`config.mk`:
```
export PLATFORM = sky130hd
export DESIGN_NAME = cond_exec_stage
export DESIGN_NICKNAME = d
export VERILOG_FILES = /design/src/rtl/cond_pkg.sv /design/src/rtl/cond_check.sv /design/src/rtl/cond_exec_stage.sv
export SDC_FILE = /design/constraint.sdc
export NUM_CORES = 1
export LEC_CHECK = 0
export CAP_MARGIN = 20
export CORE_MARGIN = 3
export CORE_UTILIZATION = 45
export DETAILED_ROUTE_END_ITERATION = 8
export HOLD_SLACK_MARGIN = 0.03
export PLACE_DENSITY_LB_ADDON = 0.12
export SLEW_MARGIN = 40
export SYNTH_ARGS = -nofsm -noshare
export SYNTH_HDL_FRONTEND = slang
export SYNTH_HIERARCHICAL = 1
export SYNTH_SLANG_ARGS = --single-unit
```
`constraint.sdc`:
```
create_clock -name clk -period 3.2 [get_ports clk]
set_clock_uncertainty 0.05 [all_clocks]
set_input_delay 0.64 -clock clk [delete_from_list [all_inputs] [get_ports clk]]
set_output_delay 0.64 -clock clk [all_outputs]
set_load 0.03 [all_outputs]
```
`src/rtl/cond_pkg.sv`:
```
// Shared encodings for the conditional-execution stage: condition codes,
// ALU operations, NZCV bit positions and the captured decoder control bundle.
package cond_pkg;

   localparam logic [3:0] COND_EQ = 4'h0;
   localparam logic [3:0] COND_NE = 4'h1;
   localparam logic [3:0] COND_CS = 4'h2;
   localparam logic [3:0] COND_CC = 4'h3;
   localparam logic [3:0] COND_MI = 4'h4;
   localparam logic [3:0] COND_PL = 4'h5;
   localparam logic [3:0] COND_VS = 4'h6;
   localparam logic [3:0] COND_VC = 4'h7;
   localparam logic [3:0] COND_HI = 4'h8;
   localparam logic [3:0] COND_LS = 4'h9;
   localparam logic [3:0] COND_GE = 4'hA;
   localparam logic [3:0] COND_LT = 4'hB;
   localparam logic [3:0] COND_GT = 4'hC;
   localparam logic [3:0] COND_LE = 4'hD;
   localparam logic [3:0] COND_AL = 4'hE;
   localparam logic [3:0] COND_NV = 4'hF;

   localparam logic [2:0] ALU_ADD = 3'b000;
   localparam logic [2:0] ALU_SUB = 3'b001;
   localparam logic [2:0] ALU_AND = 3'b010;
   localparam logic [2:0] ALU_ORR = 3'b011;
   localparam logic [2:0] ALU_EOR = 3'b110;

   localparam int FLAG_N = 3;
   localparam int FLAG_Z = 2;
   localparam int FLAG_C = 1;
   localparam int FLAG_V = 0;

   localparam int FLAGW_NZ = 1;
   localparam int FLAGW_CV = 0;

   typedef struct packed {
      logic       pcs;
      logic       regw;
      logic       memw;
      logic       memtoreg;
      logic       alusrc;
      logic       byte_op;
      logic       branch;
      logic [1:0] flagw;
      logic [2:0] alucontrol;
   } ex_ctrl_t;

endpackage

```
`src/rtl/cond_check.sv`:
```
// Combinational evaluation of a 4-bit condition field against NZCV flags.
module cond_check
   import cond_pkg::*;
(
   input  logic [3:0] cond,
   input  logic [3:0] flags,
   output logic       cond_ex
);

   logic n, z, c, v, ge;

   always_comb begin
      n       = flags[FLAG_N];
      z       = flags[FLAG_Z];
      c       = flags[FLAG_C];
      v       = flags[FLAG_V];
      ge      = (n == v);
      cond_ex = 1'b0;
      case (cond)
         COND_EQ: cond_ex = z;
         COND_NE: cond_ex = ~z;
         COND_CS: cond_ex = c;
         COND_CC: cond_ex = ~c;
         COND_MI: cond_ex = n;
         COND_PL: cond_ex = ~n;
         COND_VS: cond_ex = v;
         COND_VC: cond_ex = ~v;
         COND_HI: cond_ex = c & ~z;
         COND_LS: cond_ex = ~c | z;
         COND_GE: cond_ex = ge;
         COND_LT: cond_ex = ~ge;
         COND_GT: cond_ex = ~z & ge;
         COND_LE: cond_ex = z | ~ge;
         COND_AL: cond_ex = 1'b1;
         default: cond_ex = 1'b0;
      endcase
   end

endmodule

```
`src/rtl/cond_exec_stage.sv`:
```
// ID/EX register with the NZCV flag register and condition-gated write enables.
// Define COND_STATS_EN to count instructions annulled by a failing condition.
module cond_exec_stage
   import cond_pkg::*;
#(
   parameter int CNT_W = 16
) (
   input  logic             clk,
   input  logic             reset,
   input  logic             stall_e,
   input  logic             flush_e,
   input  logic [3:0]       cond_d,
   input  logic             pcs_d,
   input  logic             regw_d,
   input  logic             memw_d,
   input  logic             memtoreg_d,
   input  logic             alusrc_d,
   input  logic             byte_d,
   input  logic             branch_d,
   input  logic [1:0]       flagw_d,
   input  logic [2:0]       alucontrol_d,
   input  logic [3:0]       aluflags_e,
   output logic             pcsrc_e,
   output logic             regwrite_e,
   output logic             memwrite_e,
   output logic             branch_taken_e,
   output logic             memtoreg_e,
   output logic             alusrc_e,
   output logic             byte_e,
   output logic [2:0]       alucontrol_e,
   output logic [3:0]       flags,
   output logic             cond_ex_e,
   output logic [CNT_W-1:0] annul_count
);

   ex_ctrl_t   ctrl_d;
   ex_ctrl_t   ctrl_reg;
   logic [3:0] cond_e_reg;
   logic       valid_e_reg;
   logic [3:0] flags_reg;
   logic       cond_ex;
   logic       exec_ok;

   assign ctrl_d = '{pcs: pcs_d, regw: regw_d, memw: memw_d, memtoreg: memtoreg_d,
                     alusrc: alusrc_d, byte_op: byte_d, branch: branch_d,
                     flagw: flagw_d, alucontrol: alucontrol_d};

   // A flushed slot becomes an AL bubble so it can never be counted as annulled.
   always_ff @(posedge clk or posedge reset) begin
      if (reset) begin
         ctrl_reg    <= '0;
         cond_e_reg  <= COND_AL;
         valid_e_reg <= 1'b0;
      end else if (flush_e) begin
         ctrl_reg    <= '0;
         cond_e_reg  <= COND_AL;
         valid_e_reg <= 1'b0;
      end else if (!stall_e) begin
         ctrl_reg    <= ctrl_d;
         cond_e_reg  <= cond_d;
         valid_e_reg <= 1'b1;
      end
   end

   cond_check u_cond_check (
      .cond    (cond_e_reg),
      .flags   (flags_reg),
      .cond_ex (cond_ex)
   );

   assign exec_ok = cond_ex & valid_e_reg;

   // Frozen during stall so a held instruction writes its flags exactly once.
   always_ff @(posedge clk or posedge reset) begin
      if (reset) begin
         flags_reg <= '0;
      end else if (!stall_e) begin
         if (ctrl_reg.flagw[FLAGW_NZ] && exec_ok)
            flags_reg[FLAG_N:FLAG_Z] <= aluflags_e[FLAG_N:FLAG_Z];
         if (ctrl_reg.flagw[FLAGW_CV] && exec_ok)
            flags_reg[FLAG_C:FLAG_V] <= aluflags_e[FLAG_C:FLAG_V];
      end
   end

   assign pcsrc_e        = ctrl_reg.pcs    & exec_ok;
   assign regwrite_e     = ctrl_reg.regw   & exec_ok;
   assign memwrite_e     = ctrl_reg.memw   & exec_ok;
   assign branch_taken_e = ctrl_reg.branch & exec_ok;
   assign memtoreg_e     = ctrl_reg.memtoreg;
   assign alusrc_e       = ctrl_reg.alusrc;
   assign byte_e         = ctrl_reg.byte_op;
   assign alucontrol_e   = ctrl_reg.alucontrol;
   assign flags          = flags_reg;
   assign cond_ex_e      = cond_ex;

`ifdef COND_STATS_EN
   logic [CNT_W-1:0] annul_reg;

   always_ff @(posedge clk or posedge reset) begin
      if (reset)
         annul_reg <= '0;
      else if (valid_e_reg && !cond_ex && !stall_e)
         annul_reg <= annul_reg + CNT_W'(1);
   end

   assign annul_count = annul_reg;
`else
   assign annul_count = {CNT_W{1'b0}};
`endif

endmodule

```
# After elaboration in Yosys (flattened, before gate mapping)

Index checks and enable logic that the tools add are counted.

Input port bits: 24
Output and inout port bits: 31
Word-level logic and storage cells: 56
Register bits after elaboration: 21

Multiplexer cells: 7
Eq/ne operators: 16
Reduce and logical (&&, ||, !) cells: 5
Bitwise logic cells: 15

Operator list:

| cell                 | count |
|---|---|
| $eq A4 B4 Y1 const B | 7 |
| $mux W12             | 2 |
| $eq A4 B3 Y1 const B | 4 |
| $pmux W1 S15         | 1 |
| $eq A4 B2 Y1 const B | 2 |
| $mux W4              | 2 |
| $and A1 B1 Y1        | 7 |
| $not A1 Y1           | 6 |
| $eq A4 B1 Y1 const B | 1 |
| $logic_not A4 Y1     | 1 |
| $reduce_and A2 Y1    | 2 |
| $logic_and A1 B1 Y1  | 2 |
| $mux W1              | 2 |
| $ne A2 B1 Y1 const B | 1 |
| $or A1 B1 Y1         | 2 |
| $eq A1 B1 Y1         | 1 |

# Depth between registers and ports, before layout

Word-level depth: 7
Depth in mapped cells: 7
Depth with buffers taken out: 6

# Cells and area by module

The synthesis kept the hierarchy.

By module, submodules not included:

| module          | cells each | area each (µm²) | seq. area each (µm²) | instances |
|---|---|---|---|---|
| cond_exec_stage | 90         | 1,042.2         | 529.3                | 1 |
| cond_check      | 28         | 193.9           | 0.0                  | 1 |

# Worst setup path before layout

Ideal clock, no wire load.

Path kind: register -> output
Start point: register flags_reg[3] (netlist: flags[3])
End point: output branch_taken_e
Stages on the path, launching flop included: 6
Data required time: 2.510 ns
Path buffers: 0
Arrival time: 1.939 ns
Slack: 0.571 ns
Cells stage by stage: dfrtp_1 xnor2_2 o22ai_1 a211o_1 a211o_1 and3_1

Longest elaborated chain between the ends: 6
Elaborated cells on any way between the ends: 8
Classes of those cells: 1 x eq/ne; 1 x mux; 6 x bitwise

RTL lines:

| what                             | RTL line                           | text |
|---|---|---|
| start: declaration               | cond_exec_stage.sv:40              | `logic [3:0] flags_reg;` |
| start signal: indexed assignment | cond_exec_stage.sv:79              | `flags_reg[FLAG_N:FLAG_Z] <= aluflags_e[FLAG_N:FLAG_Z];` |
| start signal: indexed assignment | cond_exec_stage.sv:81              | `flags_reg[FLAG_C:FLAG_V] <= aluflags_e[FLAG_C:FLAG_V];` |
| $eq A1 B1 Y1                     | cond_check.sv:17                   | `ge = (n == v);` |
| $not A1 Y1                       | cond_check.sv:31, cond_check.sv:33 |  |
| $or A1 B1 Y1                     | cond_check.sv:33                   | `COND_LE: cond_ex = z \| ~ge;` |
| $pmux W1 S15 *                   | cond_check.sv:19                   | `case (cond)` |
| net cond_ex_e                    | cond_exec_stage.sv:32              | `output logic cond_ex_e,` |
| $and A1 B1 Y1 *                  | cond_exec_stage.sv:71              | `assign exec_ok = cond_ex & valid_e_reg;` |
| $and A1 B1 Y1 *                  | cond_exec_stage.sv:88              | `assign branch_taken_e = ctrl_reg.branch & exec_ok;` |
| end: declaration                 | cond_exec_stage.sv:26              | `output logic branch_taken_e,` |

The timed path passes the listed nets; every way through them passes the cells marked *.

# Worst setup path in the final report

Start point: register cond_e_reg[2]
End point: output memwrite_e

Longest elaborated chain between the ends: 4
Elaborated cells on any way between the ends: 18
Classes of those cells: 14 x eq/ne; 1 x mux; 2 x bitwise; 1 x reduce/logical

RTL lines:

| what                                 | RTL line              | text |
|---|---|---|
| start: declaration                   | cond_exec_stage.sv:38 | `logic [3:0] cond_e_reg;` |
| start signal: assignment             | cond_exec_stage.sv:60 | `cond_e_reg <= cond_d;` |
| $eq A4 B4 Y1 (tied with other cells) | cond_check.sv:19      |  |
| $pmux W1 S15 *                       | cond_check.sv:19      |  |
| $and A1 B1 Y1 *                      | cond_exec_stage.sv:71 |  |
| $and A1 B1 Y1 *                      | cond_exec_stage.sv:87 | `assign memwrite_e = ctrl_reg.memw & exec_ok;` |
| end: declaration                     | cond_exec_stage.sv:25 | `output logic memwrite_e,` |

Mark *: on every way between the ends. The rest lies on a longest branch, timed or not.

==> metrics.log <==
[metrics] Required @ worst endpoint: 2.51 ns
[metrics] per-instance average area after synthesis: roughly 10 sq um
[metrics] Setup Viol. Count Final: 0
[metrics] top post-synthesis cells by area: sky130_fd_sc_hd__dfrtp_1 36%, sky130_fd_sc_hd__buf_4 12%, sky130_fd_sc_hd__mux2i_1 11%
[metrics] highest clock frequency the design can meet: 0.3334 GHz
[metrics] GR Util met3: 2.412%
[metrics] synth-to-layout area growth: 26.52%
[metrics] cells along the critical path: buf_4, and3b_1, a221oi_1, a211o_1, a211o_1, and3_1, clkbuf_2
[metrics] area of the die: 3412 sq um
[metrics] buffer cell driving the clock tree root: sky130_fd_sc_hd__clkbuf_4
[metrics] RSZ-0062 raised after global routing: no
[metrics] drt first pass iters: 4
[metrics] cell type group with the largest total delay on the critical path: compound AO/OA/AOI/OAI gates
[metrics] overall routing resource usage: 14.02%
[metrics] arrival time of data at the critical path endpoint: 2.31 ns
[metrics] global routing met1 resource utilization: between 15 and 20%
[metrics] final critical-path share of the clock period: 93.74%
[metrics] net switching power: about 250 uW
[metrics] via count: 910
[metrics] fraction of power spent switching nets: 34.84%
[metrics] proportion of netlist area held by the largest area contributor: between 30% and 40%
[metrics] distinct cell type count of the synthesized netlist: 32
[metrics] most frequent cell on the critical path: sky130_fd_sc_hd__a211o_1
[metrics] max-capacitance violation count: 0
[metrics] number of buffers inserted during clock tree synthesis: 3
[metrics] clk_lat worst skew: 0.29 ns
[metrics] fill cell count: 227
[metrics] outcome: complete, no violations
[metrics] area taken by flip-flops and latches: approximately 530 sq um
[metrics] max reg flops: 6
[metrics] DRC errors left: 0
[metrics] number of global-route vias before repair: roughly 900
[metrics] Starting DRT DRC Count: 23
[metrics] post-synthesis sequential element count: 21
[metrics] die span in y: 58.41 um
[metrics] synthesized netlist cell count: 118
[metrics] stage delay of the slowest cell on the critical path: between 0.6 and 0.7 ns
[metrics] I/O pin count: 55
[metrics] portion of total power attributed to the clock network: 16.9%
[metrics] gp weighted congestion: 0.7738
[metrics] fraction of power consumed by combinational cells: a little over a third
[metrics] worst supply voltage drop on vdd: 0.2754 mV
[metrics] slew margin rel.: about three fifths
[metrics] routed wire length: 2.312 mm
[metrics] via density per instance: 4.919
[metrics] critical path startpoint category: register
[metrics] largest net degree at the start of global routing: 22
[metrics] post-DP HPWL: 1.758 mm
[metrics] LEAKAGE: 0.0007619 uW
[metrics] Most Used Layer, Global Route: met2
[metrics] wire length of the first global-routing pass: 3.808 mm
[metrics] number of endpoints with negative hold slack in the final report: 0
[metrics] CP Max Fanout: 7
[metrics] final critical path time including I/O delays and setup: 3.000 ns
[metrics] post-detailed-route count of antenna-violating nets: 0
[metrics] number of max-slew violations in the final report: 0
[metrics] relative contribution of sequential cells to total power: 46.6%
[metrics] initial core utilization: 48.57%
[metrics] IO buf count: 38
[metrics] clock-pin slew on the worst setup and hold paths: 0.10 ns
[metrics] clk buf depth: 2
[metrics] path type of the worst min-delay path: register to register
[metrics] number of rows in the core area: 18
[metrics] power after layout: 713.9 uW
[metrics] setup TNS after final layout: 0 ns
[metrics] Placeable Area: about 2500 sq um
[metrics] multi-input combinational cell area: 563.0 sq um
[metrics] Sink Count: 21
[metrics] Worst Tran Pin Value: 0.6061 ns
[metrics] Critical path buffers and inverters: 2
[metrics] critical path endpoint category: output port
[metrics] Post-Synthesis Cell Area: 1236 sq um
[metrics] Routed WL per cell: 12.50 um
[metrics] cell taking the most area after synthesis: sky130_fd_sc_hd__dfrtp_1
[metrics] power density over the cells: approximately 460 nW/um^2
[metrics] share of post-route cells with drive strength above 1: between 10% and 20%
[metrics] CTS hold repair buffers: 0
[metrics] antenna cells: 0
[metrics] total congestion overflow after global routing: 0
[metrics] Internal Pwr Total: ~470 uW
[metrics] global routing usage on met2: 23.60%
[metrics] width of the chip: 58.41 um
[metrics] maximum level of the CTS H-tree: 1
[metrics] TritonCTS clock tree: done
[metrics] slowest cell on the critical path: sky130_fd_sc_hd__dfstp_2
[metrics] proportion of synthesized chip area in sequential cells: 42.81%
[metrics] antenna violations before repair: 0
[metrics] number of nets in the layout: 180
[metrics] start-to-end type of the worst setup path: register to output port
[metrics] number of warnings printed during yosys synthesis: 6
cell families (layout without fill, tap and decap cells):
| logic type | Yosys count | count (layout) | synth area share, % |
|---|---|---|---|
| DFF | 21 | 21 | 42.81 |
| buffers and inverters | 27 | 49 | 16.19 |
| muxes | 18 | 18 | 15.38 |
| and+or+nand+nor | 34 | 34 | 14.47 |
| xor gates and xnor gates | 2 | 2 | 2.025 |
| other | 1 | 16 | 0.3034 |
| AOI/OAI and AO/OA | 15 | 15 | 8.806 |
timing repair:
action | CTS | global route
gates resized for setup | 4 | 9
setup buffers | 0 | 4
endpoints found under the setup margin | 4 | 5
pin swaps | 0 | 1
Yosys cell counts:
master / n
sky130_fd_sc_hd__a211o_1: 5
sky130_fd_sc_hd__a21oi_1: 4
sky130_fd_sc_hd__a221oi_1: 1
sky130_fd_sc_hd__a22oi_1: 1
sky130_fd_sc_hd__and2b_1: 1
sky130_fd_sc_hd__and3_1: 4
sky130_fd_sc_hd__and3b_1: 1
sky130_fd_sc_hd__buf_12: 1
sky130_fd_sc_hd__buf_2: 3
sky130_fd_sc_hd__buf_4: 19
sky130_fd_sc_hd__buf_6: 1
sky130_fd_sc_hd__clkbuf_1: 1
sky130_fd_sc_hd__conb_1: 1
sky130_fd_sc_hd__dfrtp_1: 18
sky130_fd_sc_hd__dfstp_2: 3
sky130_fd_sc_hd__inv_1: 2
sky130_fd_sc_hd__mux2_1: 4
sky130_fd_sc_hd__mux2_4: 1
sky130_fd_sc_hd__mux2i_1: 13
sky130_fd_sc_hd__nand2_1: 2
sky130_fd_sc_hd__nand2b_1: 2
sky130_fd_sc_hd__nand4b_1: 2
sky130_fd_sc_hd__nor2_1: 15
sky130_fd_sc_hd__nor2b_1: 3
sky130_fd_sc_hd__nor3_1: 2
sky130_fd_sc_hd__nor3b_1: 1
sky130_fd_sc_hd__o211ai_1: 2
sky130_fd_sc_hd__o22ai_1: 1
sky130_fd_sc_hd__o31ai_1: 1
sky130_fd_sc_hd__or2b_1: 1
sky130_fd_sc_hd__xnor2_2: 1
sky130_fd_sc_hd__xor2_1: 1
metrics by stage:
step | hold WS [ns] | setup slack (ns) | util, % | cells | instance area [sq um]
final | 0.4863 | 0.2003 | 61.46 | 185 | 1564
after global routing | 0.5214 | 0.1055 | 61.46 | 185 | 1564
after CTS | 0.4923 | 0.001044 | 60.77 | 181 | 1546
after detailed placement | 0.4642 | 0.1615 | 59.93 | 177 | 1525
after global placement | 0.4523 | 0.2324 | 59.93 | 177 | 1525
after floorplan | 0.4313 | 0.5714 | - | 133 | 1292
power by group through the flow:
stage	clock network, uW	registers [uW]	logic, uW
finish	121	333	261
global route	140	340	278
CTS	128	334	255
detailed placement	0	339	255
global placement	0	338	249
floorplan	0	360	158
final cells by class:
class                           instances  share of cell area [%]
Clock buffer                            4                   1.680
Inverter                                2                  0.4800
Multi-Input combinational cell         85                   36.00
Sequential cell                        21                   33.84
Tap cell                               30                   2.400
Timing Repair Buffer                   43                   25.60
cell usage in the layout (no fill, tap or decap), drive strengths merged, types with 4 or more instances in the layout:
| cell type | count |
|---|---|
| clkbuf | 8 |
| a211o | 5 |
| mux2 | 5 |
| dfrtp | 18 |
| and3 | 4 |
| a21oi | 4 |
| clkdlybuf4s50 | 33 |
| mux2i | 13 |
| nor2 | 15 |
| buf | 5 |
| conb | 16 |
layer usage:
metal	vias up	part of all wire, %
li1	442	-
met3	2	7.3
met5	-	0
met2	38	50
met1	428	42
met4	0	0.52
path summary, 6_finish.rpt:
kind,startpoint,endpoint,slack (ns),cells past startpoint
setup / recovery,cond_e_reg[2],memwrite_e,0.20,7
hold / removal,ctrl_reg[10],ctrl_reg[10],0.49,2
setup reg to reg,cond_e_reg[2],flags[2],0.82,8
hold reg to reg,ctrl_reg[10],ctrl_reg[10],0.49,2
max in group asynchronous,reset,cond_e_reg[2],2.16,2
min in group asynchronous,reset,flags[2],0.61,2
worst register-to-register path, delay by kind of cell (launching register included):
kind                   cells  cell delay (ns)
AOI/OAI and AO/OA          3             0.71
buffers and inverters      2             0.30
DFF                        1             0.61
muxes                      1             0.33
and+or+nand+nor            2             0.28
(Power assumes the default switching activity.)
